**src/rtl/load_store_unit.sv**
```systemverilog
// Load/store unit: one outstanding bus access, byte-lane masking, load extension, 8-bit bus watchdog.
// Define LSU_MISALIGN_CHECK_EN to fault misaligned half/word accesses instead of force-aligning them.
module load_store_unit (
  input  logic        i_clk,
  input  logic        i_reset,
  input  logic        i_req,
  input  logic        i_mem_wren,
  input  logic [31:0] i_addr,
  input  logic [31:0] i_st_data,
  input  logic [1:0]  i_s_length,
  input  logic [2:0]  i_l_length,
  input  logic        i_l_unsigned,
  output logic        o_stall,
  output logic        o_done,
  output logic [31:0] o_ld_data,
  output logic        o_err,
  output logic        o_mem_req,
  output logic        o_mem_we,
  output logic [31:0] o_mem_addr,
  output logic [3:0]  o_mem_bmask,
  output logic [31:0] o_mem_wdata,
  input  logic        i_mem_ack,
  input  logic [31:0] i_mem_rdata
);
  localparam int NUM_LANES = 4;
  localparam logic [1:0] SZ_B = 2'd0, SZ_H = 2'd1, SZ_W = 2'd2;

  typedef enum logic [1:0] {IDLE, WAIT, DONE} state_t;
  typedef struct packed {
    logic        we;
    logic [31:0] addr;
    logic [31:0] data;
    logic [1:0]  size;
    logic        uns;
  } req_t;

  state_t      state, state_nxt;
  req_t        req_d, req_q;
  logic [7:0]  wd;
  logic [31:0] ld_q, ld_ext;
  logic        err_q, misal, busy;
  logic [7:0]  ld_b;
  logic [15:0] ld_h;
  logic [NUM_LANES-1:0][7:0] lane_wdata;

  // Normalise the request to a 2-bit size; anything unlisted becomes a word access.
  always_comb begin
    req_d.we   = i_mem_wren;
    req_d.addr = i_addr;
    req_d.data = i_st_data;
    req_d.uns  = i_l_unsigned;
    req_d.size = SZ_W;
    if (i_mem_wren) begin
      if (i_s_length != 2'b11) req_d.size = i_s_length;
    end else begin
      case (i_l_length)
        3'b000: req_d.size = SZ_B;
        3'b001: req_d.size = SZ_H;
        3'b100: begin req_d.size = SZ_B; req_d.uns = 1'b1; end
        3'b101: begin req_d.size = SZ_H; req_d.uns = 1'b1; end
        default: req_d.size = SZ_W;
      endcase
    end
  end

`ifdef LSU_MISALIGN_CHECK_EN
  assign misal = (req_d.size == SZ_H && i_addr[0]) ||
                 (req_d.size == SZ_W && i_addr[1:0] != 2'b00);
`else
  assign misal = 1'b0;
`endif

  always_comb begin
    state_nxt = state;
    case (state)
      IDLE:    if (i_req) state_nxt = misal ? DONE : WAIT;
      WAIT:    if (i_mem_ack || wd == 8'd254) state_nxt = DONE;
      default: state_nxt = IDLE;
    endcase
  end

  assign ld_b = i_mem_rdata[{req_q.addr[1:0], 3'b000} +: 8];
  assign ld_h = req_q.addr[1] ? i_mem_rdata[31:16] : i_mem_rdata[15:0];

  always_comb begin
    ld_ext = i_mem_rdata;
    case (req_q.size)
      SZ_B:    ld_ext = req_q.uns ? {24'h0, ld_b} : {{24{ld_b[7]}}, ld_b};
      SZ_H:    ld_ext = req_q.uns ? {16'h0, ld_h} : {{16{ld_h[15]}}, ld_h};
      default: ld_ext = i_mem_rdata;
    endcase
  end

  // Watchdog wd counts completed WAIT cycles; the 255th without ack times out.
  always_ff @(posedge i_clk) begin
    if (i_reset) begin
      state <= IDLE;
      req_q <= '0;
      wd    <= 8'd0;
      ld_q  <= 32'd0;
      err_q <= 1'b0;
    end else begin
      state <= state_nxt;
      case (state)
        IDLE: if (i_req) begin
          req_q <= req_d;
          wd    <= 8'd0;
          ld_q  <= 32'd0;
          err_q <= misal;
        end
        WAIT: begin
          wd <= wd + 8'd1;
          if (i_mem_ack) begin
            ld_q  <= req_q.we ? 32'd0 : ld_ext;
            err_q <= 1'b0;
          end else if (wd == 8'd254) begin
            ld_q  <= 32'd0;
            err_q <= 1'b1;
          end
        end
        default: ;
      endcase
    end
  end

  for (genvar i = 0; i < NUM_LANES; i++) begin : g_lane
    assign lane_wdata[i] = (req_q.size == SZ_B) ? req_q.data[7:0] :
                           (req_q.size == SZ_H) ? req_q.data[8*(i%2) +: 8] :
                                                  req_q.data[8*i +: 8];
  end

  assign busy        = (state == WAIT);
  assign o_stall     = busy || (state == IDLE && i_req);
  assign o_done      = (state == DONE);
  assign o_ld_data   = o_done ? ld_q : 32'd0;
  assign o_err       = o_done && err_q;
  assign o_mem_req   = busy;
  assign o_mem_we    = busy && req_q.we;
  assign o_mem_addr  = busy ? {req_q.addr[31:2], 2'b00} : 32'd0;
  assign o_mem_wdata = busy ? lane_wdata : 32'd0;

  always_comb begin
    o_mem_bmask = 4'b0000;
    if (busy) begin
      case (req_q.size)
        SZ_B:    o_mem_bmask = 4'b0001 << req_q.addr[1:0];
        SZ_H:    o_mem_bmask = req_q.addr[1] ? 4'b1100 : 4'b0011;
        default: o_mem_bmask = 4'b1111;
      endcase
    end
  end
endmodule
```
**config.mk**
```make
export PLATFORM = sky130hd
export DESIGN_NAME = load_store_unit
export DESIGN_NICKNAME = d
export VERILOG_FILES = /design/src/rtl/load_store_unit.sv
export SDC_FILE = /design/constraint.sdc
export NUM_CORES = 1
export LEC_CHECK = 0
export BUFFER_PORTS_ARGS = -buffer_cell sky130_fd_sc_hd__buf_2
export CAP_MARGIN = 5
export CORE_UTILIZATION = 45
export CTS_CLUSTER_DIAMETER = 120
export CTS_CLUSTER_SIZE = 10
export DETAILED_ROUTE_END_ITERATION = 6
export GPL_ROUTABILITY_DRIVEN = 0
export PLACE_DENSITY = 0.77
export SYNTH_ARGS = -nofsm -noshare
export SYNTH_HDL_FRONTEND = slang
export SYNTH_SLANG_ARGS = --single-unit
```
**constraint.sdc**
```tcl
create_clock -name i_clk -period 4.6 [get_ports i_clk]
set_clock_uncertainty 0.05 [all_clocks]
set_input_delay 0.69 -clock i_clk [delete_from_list [all_inputs] [get_ports i_clk]]
set_output_delay 0.69 -clock i_clk [all_outputs]
set_load 0.005 [all_outputs]
```
Yosys cells after proc, flatten, opt, wreduce, memory -nomap -nowiden. Cells that the tools add are included.

Flip-flop bits (word level): 111. Latch bits: 0. Memory bits (writable): 0. ROM bits: 0. Input bits: 107. Logic and storage cells: 73. Memories kept: 0.

Add/sub/neg operators: 1. $mul: 0. Divide/modulo/power cells: 0. Order comparisons: 0. Eq/ne operators: 11. Shift-type cells: 2. Multiplexer cells: 34. Bitwise operators: 0. Reduce and logical (&&, ||, !) cells: 16.

Operators by type and width (count): two-way mux 32 bit (9); one-hot mux 32 bit (2 select lines) (2); two-way mux 8 bit (6); variable part select 32 x 6 -> 8 bit (1); two-way mux 16 bit (1); one-hot mux 8 bit (2 select lines) (1); adder 8 x 1 -> 8 bit (second input constant) (1); == test 8 bit (second input constant) (1); two-way mux 2 bit (4); two-way mux 4 bit (2); one-hot mux 2 bit (2 select lines) (2); one-hot mux 4 bit (2 select lines) (1); == test 3 bit (second input constant) (2); AND reduction 2 bit (3); OR reduction 2 bit (3); two-way mux 1 bit (5); == test 2 x 1 -> 1 bit (second input constant) (2); logical NOT 2 bit (2); inequality test 2 bit (second input constant) (2); left shift 1 x 2 -> 4 bit (first input constant) (1); == test 3 x 1 -> 1 bit (second input constant) (1); logical AND 1 bit (3); logical NOT 3 bit (1); inequality test 3 x 2 -> 1 bit (second input constant) (1); other kinds (6) (7).

Logic depth before layout (Yosys ltp). Gate-level depths: netlist (run 1).

Word-level depth: 6. Gate-level depth with buffers: 7. Mapped depth without buffers: 6.

Worst setup path before layout (run 1). OpenSTA, ideal clock, no wires.

Path kind: register -> output. Start: register state[1]. End: output port o_mem_addr[30]. Arrival time: 1.227 ns. Required time: 3.860 ns. Setup slack: 2.633 ns. Stages on the path, launching flop included: 7. Cell sequence: dfxtp_1 > nand2b_1 > buf_6 > inv_1 > buf_2 > clkbuf_1 > and2_1.

Cells in the longest elaborated chain, start to end: 2.

Ends and longest elaborated chain: start: declaration (RTL line 37) `state_t state, state_nxt;`; start signal: assignment (RTL line 103) `state <= state_nxt;`; == test 2 x 1 -> 1 bit (RTL line 132) `assign busy = (state == WAIT);`; net o_mem_req (RTL line 17) `output logic o_mem_req,`; two-way mux 32 bit (RTL line 139) `assign o_mem_addr = busy ? {req_q.addr[31:2], 2'b00} : 32'd0;`; end: declaration (RTL line 19) `output logic [31:0] o_mem_addr,`.

The timed path passes the listed nets, and every way through them passes these cells.

Final worst setup path (run 1).
Start: register req_q[36] (netlist bit). End: output port o_mem_bmask[0].

Cells in the longest elaborated chain, start to end: 3.

Ends and longest elaborated chain: start: declaration (RTL line 38) `req_t req_d, req_q;`; start signal: assignment (RTL line 106) `req_q <= req_d;`; two-way mux 4 bit / left shift 1 x 2 -> 4 bit (equally long branches) (RTL line 147, 146); one-hot mux 4 bit (2 select lines) (*) (RTL line 145) `case (req_q.size)`; two-way mux 4 bit (*) (RTL line 144) `if (busy) begin`; end: declaration (RTL line 20) `output logic [3:0] o_mem_bmask,`.

Mark *: on every way between the ends. The rest lies on a longest branch, timed or not.

==> results of run 1 <==
-- sequential cells by signal, summed over array words and instances, names as in the netlist --
register	cells
req_q	60
ld_q	32
lane_wdata	8
wd	8
state	2
err_q	1
-- path summary, 6_finish.rpt --
path / slack (ns) / start / cells after the start / end
worst max-delay path: 1.50 / req_q[36] / 4 / o_mem_bmask[0]
worst min-delay path: 0.40 / req_q[38] / 2 / req_q[38]
worst max register to register: 1.91 / state[0] / 5 / ld_q[27]
worst min register to register: 0.40 / req_q[38] / 2 / req_q[38]
-- worst register-to-register path, delay by kind of cell, from the launching register on --
kind / cells / cell delay [ns]
compound gates: 1 / 0.25
simple gates: 3 / 1.53
flops: 1 / 0.45
buf+inv: 1 / 0.35
-- Yosys cell counts, types with 2 or more instances --
master,number
sky130_fd_sc_hd__and2_1,73
sky130_fd_sc_hd__o21ai_0,28
sky130_fd_sc_hd__nor3b_1,2
sky130_fd_sc_hd__and3b_1,6
sky130_fd_sc_hd__buf_6,5
sky130_fd_sc_hd__a221o_1,6
sky130_fd_sc_hd__o2bb2ai_1,16
sky130_fd_sc_hd__nand3_1,4
sky130_fd_sc_hd__nand4_1,2
sky130_fd_sc_hd__buf_4,4
sky130_fd_sc_hd__a311oi_1,2
sky130_fd_sc_hd__buf_2,14
sky130_fd_sc_hd__a221o_2,10
sky130_fd_sc_hd__nand3b_1,2
sky130_fd_sc_hd__a21oi_1,94
sky130_fd_sc_hd__ha_1,2
sky130_fd_sc_hd__or3_1,8
sky130_fd_sc_hd__a21boi_0,7
sky130_fd_sc_hd__a211oi_1,4
sky130_fd_sc_hd__clkbuf_1,35
sky130_fd_sc_hd__nand2_1,143
sky130_fd_sc_hd__nor3_1,5
sky130_fd_sc_hd__nor2_1,50
sky130_fd_sc_hd__dfxtp_1,111
sky130_fd_sc_hd__a211o_1,6
sky130_fd_sc_hd__inv_1,6
sky130_fd_sc_hd__mux2_2,9
sky130_fd_sc_hd__nand2b_1,2
sky130_fd_sc_hd__mux2i_1,17
-- cell families (layout without fill, tap and decap cells) --
kind of cell,after synthesis,after routing,synth area share
flip-flops,111,111,0.404
multiplexers,28,28,0.0562
buffers and inverters,66,239,0.0578
adder cells (fa/ha/maj),2,2,0.00455
AO/OA/AOI/OAI,182,182,0.211
other,1,3,0.000682
AND/OR/NAND/NOR,304,304,0.264
XOR/XNOR,1,1,0.00159
-- stage by stage --
step | hold slack, ns | total power (W)
global placement | 0.389 | 0.00142
global route | 0.421 | 0.00225
CTS | 0.402 | 0.00216
detailed placement | 0.389 | 0.00142
floorplan | 0.374 | 0.00130
finish | 0.401 | 0.00214
-- routing by layer --
layer | GRT usage | share of wire | wire, um | vias up
li1 | - | - | - | 2696
met1 | 0.307 | 0.43 | 6560 | 2464
met2 | 0.409 | 0.48 | 7300 | 201
met3 | 0.0470 | 0.064 | 971 | 23
met4 | 0.0880 | 0.019 | 291 | 0
met5 | 0 | 0 | 0 | -
-- report_power, final --
part	internal [W]	switching, W	total (W)	leakage, nW
combinational	0.000137	0.000194	0.000330	1.99
clock	0.000385	0.000358	0.000743	0.136
sequential	0.00101	0.0000544	0.00107	0.907
total	0.00154	0.000606	0.00214	3.03
-- area by class of cell --
| class | count | area, um2 |
|---|---|---|
| multi-input combinational | 519 | 2970 |
| sequential | 111 | 2220 |
| tap | 147 | 184 |
| fill | 1112 | 5170 |
| timing repair buffer | 216 | 1100 |
| antenna | 1 | 2.50 |
| inverter | 7 | 26.3 |
| clock buffer | 10 | 239 |
| clock inverter | 6 | 45.0 |
==> results.txt, run 1 <==
result of the run -> complete, no violations
Data required, critical path -> 3.86 ns
cell types occupying the most area after synthesis -> sky130_fd_sc_hd__dfxtp_1 40%, sky130_fd_sc_hd__nand2_1 9.8%, sky130_fd_sc_hd__a21oi_1 8.6%, sky130_fd_sc_hd__and2_1 8.3%, sky130_fd_sc_hd__nor2_1 3.4%
initial antenna violation count -> 1
initial cell density of the core -> 0.460
ys async rst share -> 0
Relative slew margins -> 0.330
IO buf count -> 209
Clock Sink Count -> 111
Detailed Place HPWL -> 10.6 mm
proportion of layout cells with a drive suffix above 1 -> 0.300
part of the cycle the worst path needs -> 0.674
main flop type after synthesis -> sky130_fd_sc_hd__dfxtp_1
power density of the placed cells -> 315 nW/um2
sequential element share of the synthesized area -> 0.404
gate family responsible for the most delay along the worst path -> flip-flops
library cell occupying the most area in the post-synthesis netlist -> sky130_fd_sc_hd__dfxtp_1
Gate Count Post-Synth -> 695
CP Capture Type -> output port
area added between synthesis and finish -> 23.4%
max-cap violation count -> 0
clock tree from TritonCTS -> yes
number of nets in the layout -> 973
setup ws final -> 1.50 ns
via count of the first global-routing pass -> 4,874
post-synthesis cell type count -> 51
LEAKAGE -> 3.03 nW
die boundary height -> 113 um
Setup TNS -> 0 ns
Total Wirelength -> 15.1 mm
number of synthesized flops with an enable pin -> 0
total count of max-transition violations in the final report -> 0
type of origin of the critical path -> flop
number of buffers on the longest clock path -> 2
Non-Filler Cell Area, Final -> 6790 um2
slowest cell on the critical path -> sky130_fd_sc_hd__dfxtp_1
count of instances resized after the clock tree is built -> 0
post-synthesis cell area -> 5500 um2
kind of path behind the tightest hold check -> flop to flop
crit path cell chain -> inv_1 > a21oi_1 > nor2_1 > buf_2
highest-count cells in the layout ignoring fill and taps -> 209 x sky130_fd_sc_hd__buf_2, 143 x sky130_fd_sc_hd__nand2_1, 110 x sky130_fd_sc_hd__dfxtp_1
maximum number of pins on one net before global-route repair -> 81
H-tree depth -> 3
global-route wire length before repair -> 24.5 mm
final core occ -> 0.568
Final ANT Viol Nets -> 0
unrepaired setup endpoints after global routing -> false
# Post-CTS Setup Buffers -> 0
cell chosen for the clock root -> sky130_fd_sc_hd__clkbuf_16
horizontal die dimension -> 113 um
Worst Setup Path Type -> flop to output port
most frequent standard cell in the layout excluding fill and tap cells -> sky130_fd_sc_hd__buf_2
Place WS -> 1.90 ns
peak fanout along the critical path -> 25
worst slew pin tran -> 1.00 ns
Overflow after GRT -> 0
placed instance area -> 6500 um2
maximum achievable frequency -> 323 MHz
number of failing hold endpoints at the final stage -> 0
area fraction of the dominant cell type after synthesis -> 0.404
shortest clock period the worst path allows after layout -> 3.10 ns
Bufs and invs on worst path -> 2
Setup violations, final -> 0
Initial DRC Count -> 315
number of warning messages in the yosys log -> 0
data arrival at the endpoint of the critical path -> 2.36 ns
via density per instance -> 5.29
Ports -> 212
Die Area -> 12,700 um2
number of non-filler instances in the completed layout -> 1,017
average footprint of a synthesized cell -> 7.92 um2
total core area -> 12,000 um2
global-route usage over all layers -> 0.242
source-to-sink clock delay at the later pin of the worst-skew pair -> 0.34 ns
count of vias placed by the detailed router -> 5,384
synthesis-stage register bit count -> 111
average routed wire per standard cell -> 14.9 um
Cell Count Post-Placement -> 1,000
number of standard-cell rows in the floorplan -> 40
peak supply drop -> 0.168 mV
CTS clk-pin slew, worst paths -> 0.07 ns
cts hold-fix bufs -> 0
number of DRC violations after detailed routing -> 0
drt first pass iters -> 5
Num CTS Buffers -> 9
Largest stage delay, worst path -> 0.87 ns
Note: power is estimated with default switching activity, not from simulation.
==> run 2: changes to the inputs <==
--- a/config.mk
+++ b/config.mk
@@ -5,6 +5,7 @@
 export SDC_FILE = /design/constraint.sdc
 export NUM_CORES = 1
 export LEC_CHECK = 0
+export ABC_AREA = 1
 export BUFFER_PORTS_ARGS = -buffer_cell sky130_fd_sc_hd__buf_2
 export CAP_MARGIN = 5
 export CORE_UTILIZATION = 45
==> constraint.sdc (replaced) <==
create_clock -name i_clk -period 3 [get_ports i_clk]
set_clock_uncertainty 0.05 [all_clocks]
set_input_delay 0.45 -clock i_clk [delete_from_list [all_inputs] [get_ports i_clk]]
set_output_delay 0.45 -clock i_clk [all_outputs]
set_load 0.005 [all_outputs]
==> run 2 against run 1 <==
Net effect:
- synthesized area up 2.8%
- die area increased by 2.7%
- global-route usage grew 0.22 points
- synthesized cell count is 25% higher
- clock power increased by 60%
- flip-flop and latch count unchanged
- utilization is 1.0 points higher
- non-clock buffer count rose by 4
- critical endpoint is now o_mem_wdata[31]
==> results.txt, run 2 <==
Die Area -> 13,000 um2
most used standard cell by instance count after synthesis -> sky130_fd_sc_hd__nor2_1
type of origin of the critical path -> flop
# Post-CTS Setup Buffers -> 0
total core area -> 12,100 um2
Num CTS Buffers -> 9
Power Total -> 0.00348 W
number of nets in the layout -> 1,153
Overflow after GRT -> 0
maximum number of pins on one net before global-route repair -> 68
average footprint of a synthesized cell -> 6.51 um2
unrepaired setup endpoints after global routing -> false
Worst Setup Path Type -> flop to output port
global-route usage over all layers -> 0.244
drt first pass iters -> 5
reg-to-reg setup timing slack -> 1.11 ns
synthesis-stage register bit count -> 111
main flop type after synthesis -> sky130_fd_sc_hd__dfxtp_1
count of vias placed by the detailed router -> 5,997
IO buf count -> 209
count of instances resized after the clock tree is built -> 0
cell chosen for the clock root -> sky130_fd_sc_hd__clkbuf_16
Total Wirelength -> 15.8 mm
area added between synthesis and finish -> 23.8%
initial antenna violation count -> 1
area fraction of the dominant cell type after synthesis -> 0.393
peak supply drop -> 0.246 mV
number of buffers on the longest clock path -> 2
endpoint of the worst register-to-register path -> ld_q[9]
ys async rst share -> 0
result of the run -> complete, no violations
peak fanout along the critical path -> 17
number of DRC violations after detailed routing -> 0
kind of path behind the tightest hold check -> input port to flop
total of fill cells in the finished design -> 1,258
part of the cycle the worst path needs -> 0.835
shortest clock period the worst path allows after layout -> 2.50 ns
Relative slew margins -> 0.570
Setup TNS -> 0 ns
max FFs per register -> 60
registers with the most flip-flops -> req_q: 60 flops, ld_q: 32 flops
Ports -> 212
post-synthesis cell area -> 5650 um2
worst hold margin -> 0.268 ns
via count of the first global-routing pass -> 5,310
horizontal die dimension -> 114 um
end point of the critical path -> o_mem_wdata[31]
clock tree from TritonCTS -> yes
worst slew pin tran -> 0.644 ns
startpoint of the worst register-to-register path -> state[0]
Data required, critical path -> 2.50 ns
via density per instance -> 4.92
sequential element share of the synthesized area -> 0.393
average routed wire per standard cell -> 13.0 um
source-to-sink clock delay at the later pin of the worst-skew pair -> 0.35 ns
Crit. Startpoint -> req_q[1]
die boundary height -> 114 um
most frequent standard cell in the layout excluding fill and tap cells -> sky130_fd_sc_hd__buf_2
Gate Count Post-Synth -> 868
LEAKAGE -> 3.28 nW
maximum achievable frequency -> 399 MHz
Clock Sink Count -> 111
Detailed Place HPWL -> 11.5 mm
number of warning messages in the yosys log -> 0
synth cell count leaders -> 163 x sky130_fd_sc_hd__nor2_1, 154 x sky130_fd_sc_hd__nand2_1, 114 x sky130_fd_sc_hd__inv_1
proportion of layout cells with a drive suffix above 1 -> 0.255
number of failing hold endpoints at the final stage -> 0
Setup violations, final -> 0
total count of max-transition violations in the final report -> 0
global-route wire length before repair -> 25.4 mm
number of standard-cell rows in the floorplan -> 40
Final ANT Viol Nets -> 0
CTS clk-pin slew, worst paths -> 0.08 ns
library cell occupying the most area in the post-synthesis netlist -> sky130_fd_sc_hd__dfxtp_1
max-cap violation count -> 0
Initial DRC Count -> 417
final core occ -> 0.578
cts hold-fix bufs -> 0
H-tree depth -> 3
highest-count cells in the layout ignoring fill and taps -> 209 x sky130_fd_sc_hd__buf_2, 163 x sky130_fd_sc_hd__nor2_1, 154 x sky130_fd_sc_hd__nand2_1
initial cell density of the core -> 0.467
data arrival at the endpoint of the critical path -> 2.00 ns
number of synthesized flops with an enable pin -> 0
depth of the worst register-to-register path -> 6
register with the most flip-flops -> req_q
post-synthesis cell type count -> 37
cell types occupying the most area after synthesis -> sky130_fd_sc_hd__dfxtp_1 39%, sky130_fd_sc_hd__nor2_1 11%, sky130_fd_sc_hd__nand2_1 10%, sky130_fd_sc_hd__a21oi_1 9.8%, sky130_fd_sc_hd__inv_1 7.6%
CP Capture Type -> output port
power density of the placed cells -> 497 nW/um2
==> run 2: changes by cell type in the layout (fill, tap and decap cells not counted), sizes merged, moves of 8 or more <==
cell     before  now
o21ai        28   85
or3           8    0
nand2       143  157
inv           7  123
mux2i        17    0
mux2         10    0
nand3         4   26
a21oi        96  122
o2bb2ai      16    0
and2         73    0
a221o        16    0
a21boi        8    0
nor2         50  168
==> run 2: logic make-up (layout without fill, tap and decap cells) <==
kind of cell    count (synthesis)  count (layout)  share of synthesized area
compound gates                221             221                      0.208
flops                         111             111                      0.393
simple gates                  355             355                      0.259
other cells                     1               4                   0.000663
buf+inv                       178             358                      0.135
fa+ha+maj                       2               2                    0.00443
==> run 2: layout make-up <==
class                   instances  area, um2  area share
diodes                          2       5.00    0.000715
well taps                     168        210      0.0300
multi-input cells             580       2670       0.382
clock buffers                   9        225      0.0322
flip-flops and latches        111       2220       0.318
repair buffers                220       1130       0.161
clock inverters                 7       72.6      0.0104
inverters                     122        462      0.0660
==> run 2: how the worst min path moves through the flow <==
| stage | start | slack, ns | depth (start not counted) | endpoint |
|---|---|---|---|---|
| 6_report | i_st_data[22] | 0.27 | 3 | req_q[25] |
| 5_1_grt | i_st_data[25] | 0.27 | 3 | req_q[28] |
| 4_1_cts | i_st_data[22] | 0.26 | 3 | req_q[25] |
| 3_5_place_dp | req_q[45] | 0.39 | 2 | req_q[45] |
| 3_3_place_gp | req_q[49] | 0.39 | 2 | req_q[49] |
| 2_1_floorplan | req_q[37] | 0.38 | 2 | req_q[37] |
==> run 2: critical path, stage by stage, from the launching register on <==
cell and delay (ns):
sky130_fd_sc_hd__dfxtp_1 0.56, sky130_fd_sc_hd__inv_2 0.11, sky130_fd_sc_hd__nor2_4 0.34, sky130_fd_sc_hd__inv_1 0.11
sky130_fd_sc_hd__o21ai_0 0.17, sky130_fd_sc_hd__o21ai_0 0.16, sky130_fd_sc_hd__inv_1 0.09, sky130_fd_sc_hd__buf_2 0.10
==> run 2: report_power, final <==
| group | internal [W] | total, W | switching, W |
|---|---|---|---|
| Combinational | 0.000224 | 0.000652 | 0.000428 |
| Sequential | 0.00158 | 0.00164 | 0.0000595 |
| Clock | 0.000591 | 0.00119 | 0.000598 |
| Total | 0.00239 | 0.00348 | 0.00109 |
==> run 2: per-stage QoR <==
step	setup slack (ns)	cells	cell area, um2
floorplan	1.40	869	5660
global placement	0.964	1201	6700
detailed placement	0.904	1201	6700
CTS	0.512	1217	6990
global route	0.335	1217	6990
finish	0.496	1219	7000
==> run 2: metal layers <==
| metal | up-vias | wire length (um) | track usage |
|---|---|---|---|
| met4 | 0 | 195 | 0.0710 |
| met2 | 230 | 7420 | 0.401 |
| met3 | 17 | 1280 | 0.0598 |
| li1 | 3079 | - | - |
| met1 | 2671 | 6920 | 0.319 |
| met5 | - | 0 | 0 |
==> run 3: changes to the inputs <==
==> constraint.sdc (replaced) <==
create_clock -name i_clk -period 2.6 [get_ports i_clk]
set_clock_uncertainty 0.05 [all_clocks]
set_input_delay 0.39 -clock i_clk [delete_from_list [all_inputs] [get_ports i_clk]]
set_output_delay 0.39 -clock i_clk [all_outputs]
set_load 0.005 [all_outputs]
==> run 3 against run 2 <==
Net effect:
- die area unchanged
- first-iteration DRC count down 16%
- count of clock-buffer cells in the layout up 1
- critical path depth down 1
- sequential share of layout area down 0.23 points
- sequential power up 15%
- total power up 18%
- worst setup slack worse by 0.20 ns
- highest routed layer unchanged
==> results.txt, run 3 (synthesized netlist as in run 2, its figures left out) <==
cell internal pwr -> 0.00287 W
Die Area -> 13,000 um2
Clock Sink Count -> 111
number of DRC violations after detailed routing -> 0
number of buffers on the longest clock path -> 2
horizontal die dimension -> 114 um
switch share -> 0.298
Power Total -> 0.00409 W
net switching power of the design -> 0.00122 W
peak supply drop -> 0.309 mV
cell chosen for the clock root -> sky130_fd_sc_hd__clkbuf_16
Largest stage delay, worst path -> 0.46 ns
number of failing hold endpoints at the final stage -> 0
cts hold-fix bufs -> 0
CP Capture Type -> output port
count of vias placed by the detailed router -> 6,051
area added between synthesis and finish -> 24.7%
die boundary height -> 114 um
Worst Setup Path Type -> flop to output port
registers with the most flip-flops -> req_q: 60 flops, ld_q: 32 flops
CTS clk-pin slew, worst paths -> 0.07 ns
proportion of layout cells with a drive suffix above 1 -> 0.257
power density of the placed cells -> 581 nW/um2
shortest clock period the worst path allows after layout -> 2.31 ns
max-cap violation count -> 0
average routed wire per standard cell -> 13.0 um
peak fanout along the critical path -> 12
clock tree from TritonCTS -> yes
via density per instance -> 4.96
worst slew pin tran -> 0.930 ns
Setup TNS -> 0 ns
Total Wirelength -> 15.8 mm
Final ANT Viol Nets -> 0
Place WS -> 0.656 ns
source-to-sink clock delay at the later pin of the worst-skew pair -> 0.35 ns
register with the most flip-flops -> req_q
IO buf count -> 209
clock share of power -> 0.353
result of the run -> complete, no violations
# Post-CTS Setup Buffers -> 0
Relative slew margins -> 0.379
data arrival at the endpoint of the critical path -> 1.87 ns
initial cell density of the core -> 0.467
H-tree depth -> 3
unrepaired setup endpoints after global routing -> false
global-route wire length before repair -> 25.3 mm
antenna diode count -> 0
count of instances resized after the clock tree is built -> 0
Overflow after GRT -> 0
Initial DRC Count -> 351
total count of max-transition violations in the final report -> 0
part of the cycle the worst path needs -> 0.887
Detailed Place HPWL -> 11.6 mm
relative contribution of combinational cells to total power -> 0.186
total core area -> 12,100 um2
maximum number of pins on one net before global-route repair -> 69
slowest cell on the critical path -> sky130_fd_sc_hd__dfxtp_1
initial antenna violation count -> 0
highest-count cells in the layout ignoring fill and taps -> 209 x sky130_fd_sc_hd__buf_2, 163 x sky130_fd_sc_hd__nor2_1, 154 x sky130_fd_sc_hd__nand2_1
part of the total power dissipated in sequential elements -> 0.461
Ports -> 212
type of origin of the critical path -> flop
drt first pass iters -> 5
number of nets in the layout -> 1,155
setup ws final -> 0.293 ns
global-route usage over all layers -> 0.245
number of standard-cell rows in the floorplan -> 40
most frequent standard cell in the layout excluding fill and tap cells -> sky130_fd_sc_hd__buf_2
Setup violations, final -> 0
kind of path behind the tightest hold check -> input port to flop
maximum achievable frequency -> 434 MHz
Data required, critical path -> 2.16 ns
Num CTS Buffers -> 9
max FFs per register -> 60
crit path cell chain -> nor2_2 > clkinv_1 > nor2_1 > o21ai_0 > inv_1 > buf_2
via count of the first global-routing pass -> 5,325
LEAKAGE -> 3.31 nW
[run 3: area by class of cell]
type                    instances  area, um2
inverters                     122        462
well taps                     168        210
clock buffers                  10        239
flip-flops and latches        111       2220
repair buffers                222       1170
clock inverters                 6       73.8
multi-input cells             580       2670
fillers                      1235       5060
[run 3: metrics by stage]
stage	hold WS, ns	std cells	cell area [um2]	util
final	0.208	1219	7050	0.582
after floorplan	0.380	869	5660	-
after global routing	0.221	1219	7050	0.582
after global placement	0.388	1203	6740	0.556
after detailed placement	0.395	1203	6740	0.556
after CTS	0.203	1219	7050	0.582
[run 3: power groups by stage]
stage / Clock [W] / Sequential (W) / Combinational, W
final: 0.00144 / 0.00189 / 0.000763
after global routing: 0.00155 / 0.00190 / 0.000866
after CTS: 0.00147 / 0.00189 / 0.000765
after detailed placement: 0 / 0.00192 / 0.000762
after global placement: 0 / 0.00192 / 0.000757
after floorplan: 0 / 0.00190 / 0.000540
[run 3: worst paths after layout]
check,start,endpoint,slack [ns],cells past startpoint
setup reg to reg,req_q[2],ld_q[5],0.68,7
hold / removal,i_st_data[30],req_q[33],0.21,3
setup / recovery,req_q[1],o_mem_wdata[31],0.29,6
hold reg to reg,req_q[54],req_q[54],0.40,2
[run 3: worst max-delay path: cells and delay by family, from the launching register on]
| kind | cells | cell delay, ns |
|---|---|---|
| DFF | 1 | 0.46 |
| buffers and inverters | 3 | 0.46 |
| and+or+nand+nor | 2 | 0.44 |
| AOI/OAI and AO/OA | 1 | 0.15 |
[run 3: metal layers]
| layer | up-vias | global-route usage | routed length, um |
|---|---|---|---|
| met2 | 243 | 0.409 | 7310 |
| met4 | 0 | 0.0658 | 214 |
| met1 | 2717 | 0.319 | 7110 |
| met3 | 19 | 0.0535 | 1180 |
| met5 | - | 0 | 0 |
| li1 | 3072 | - | - |
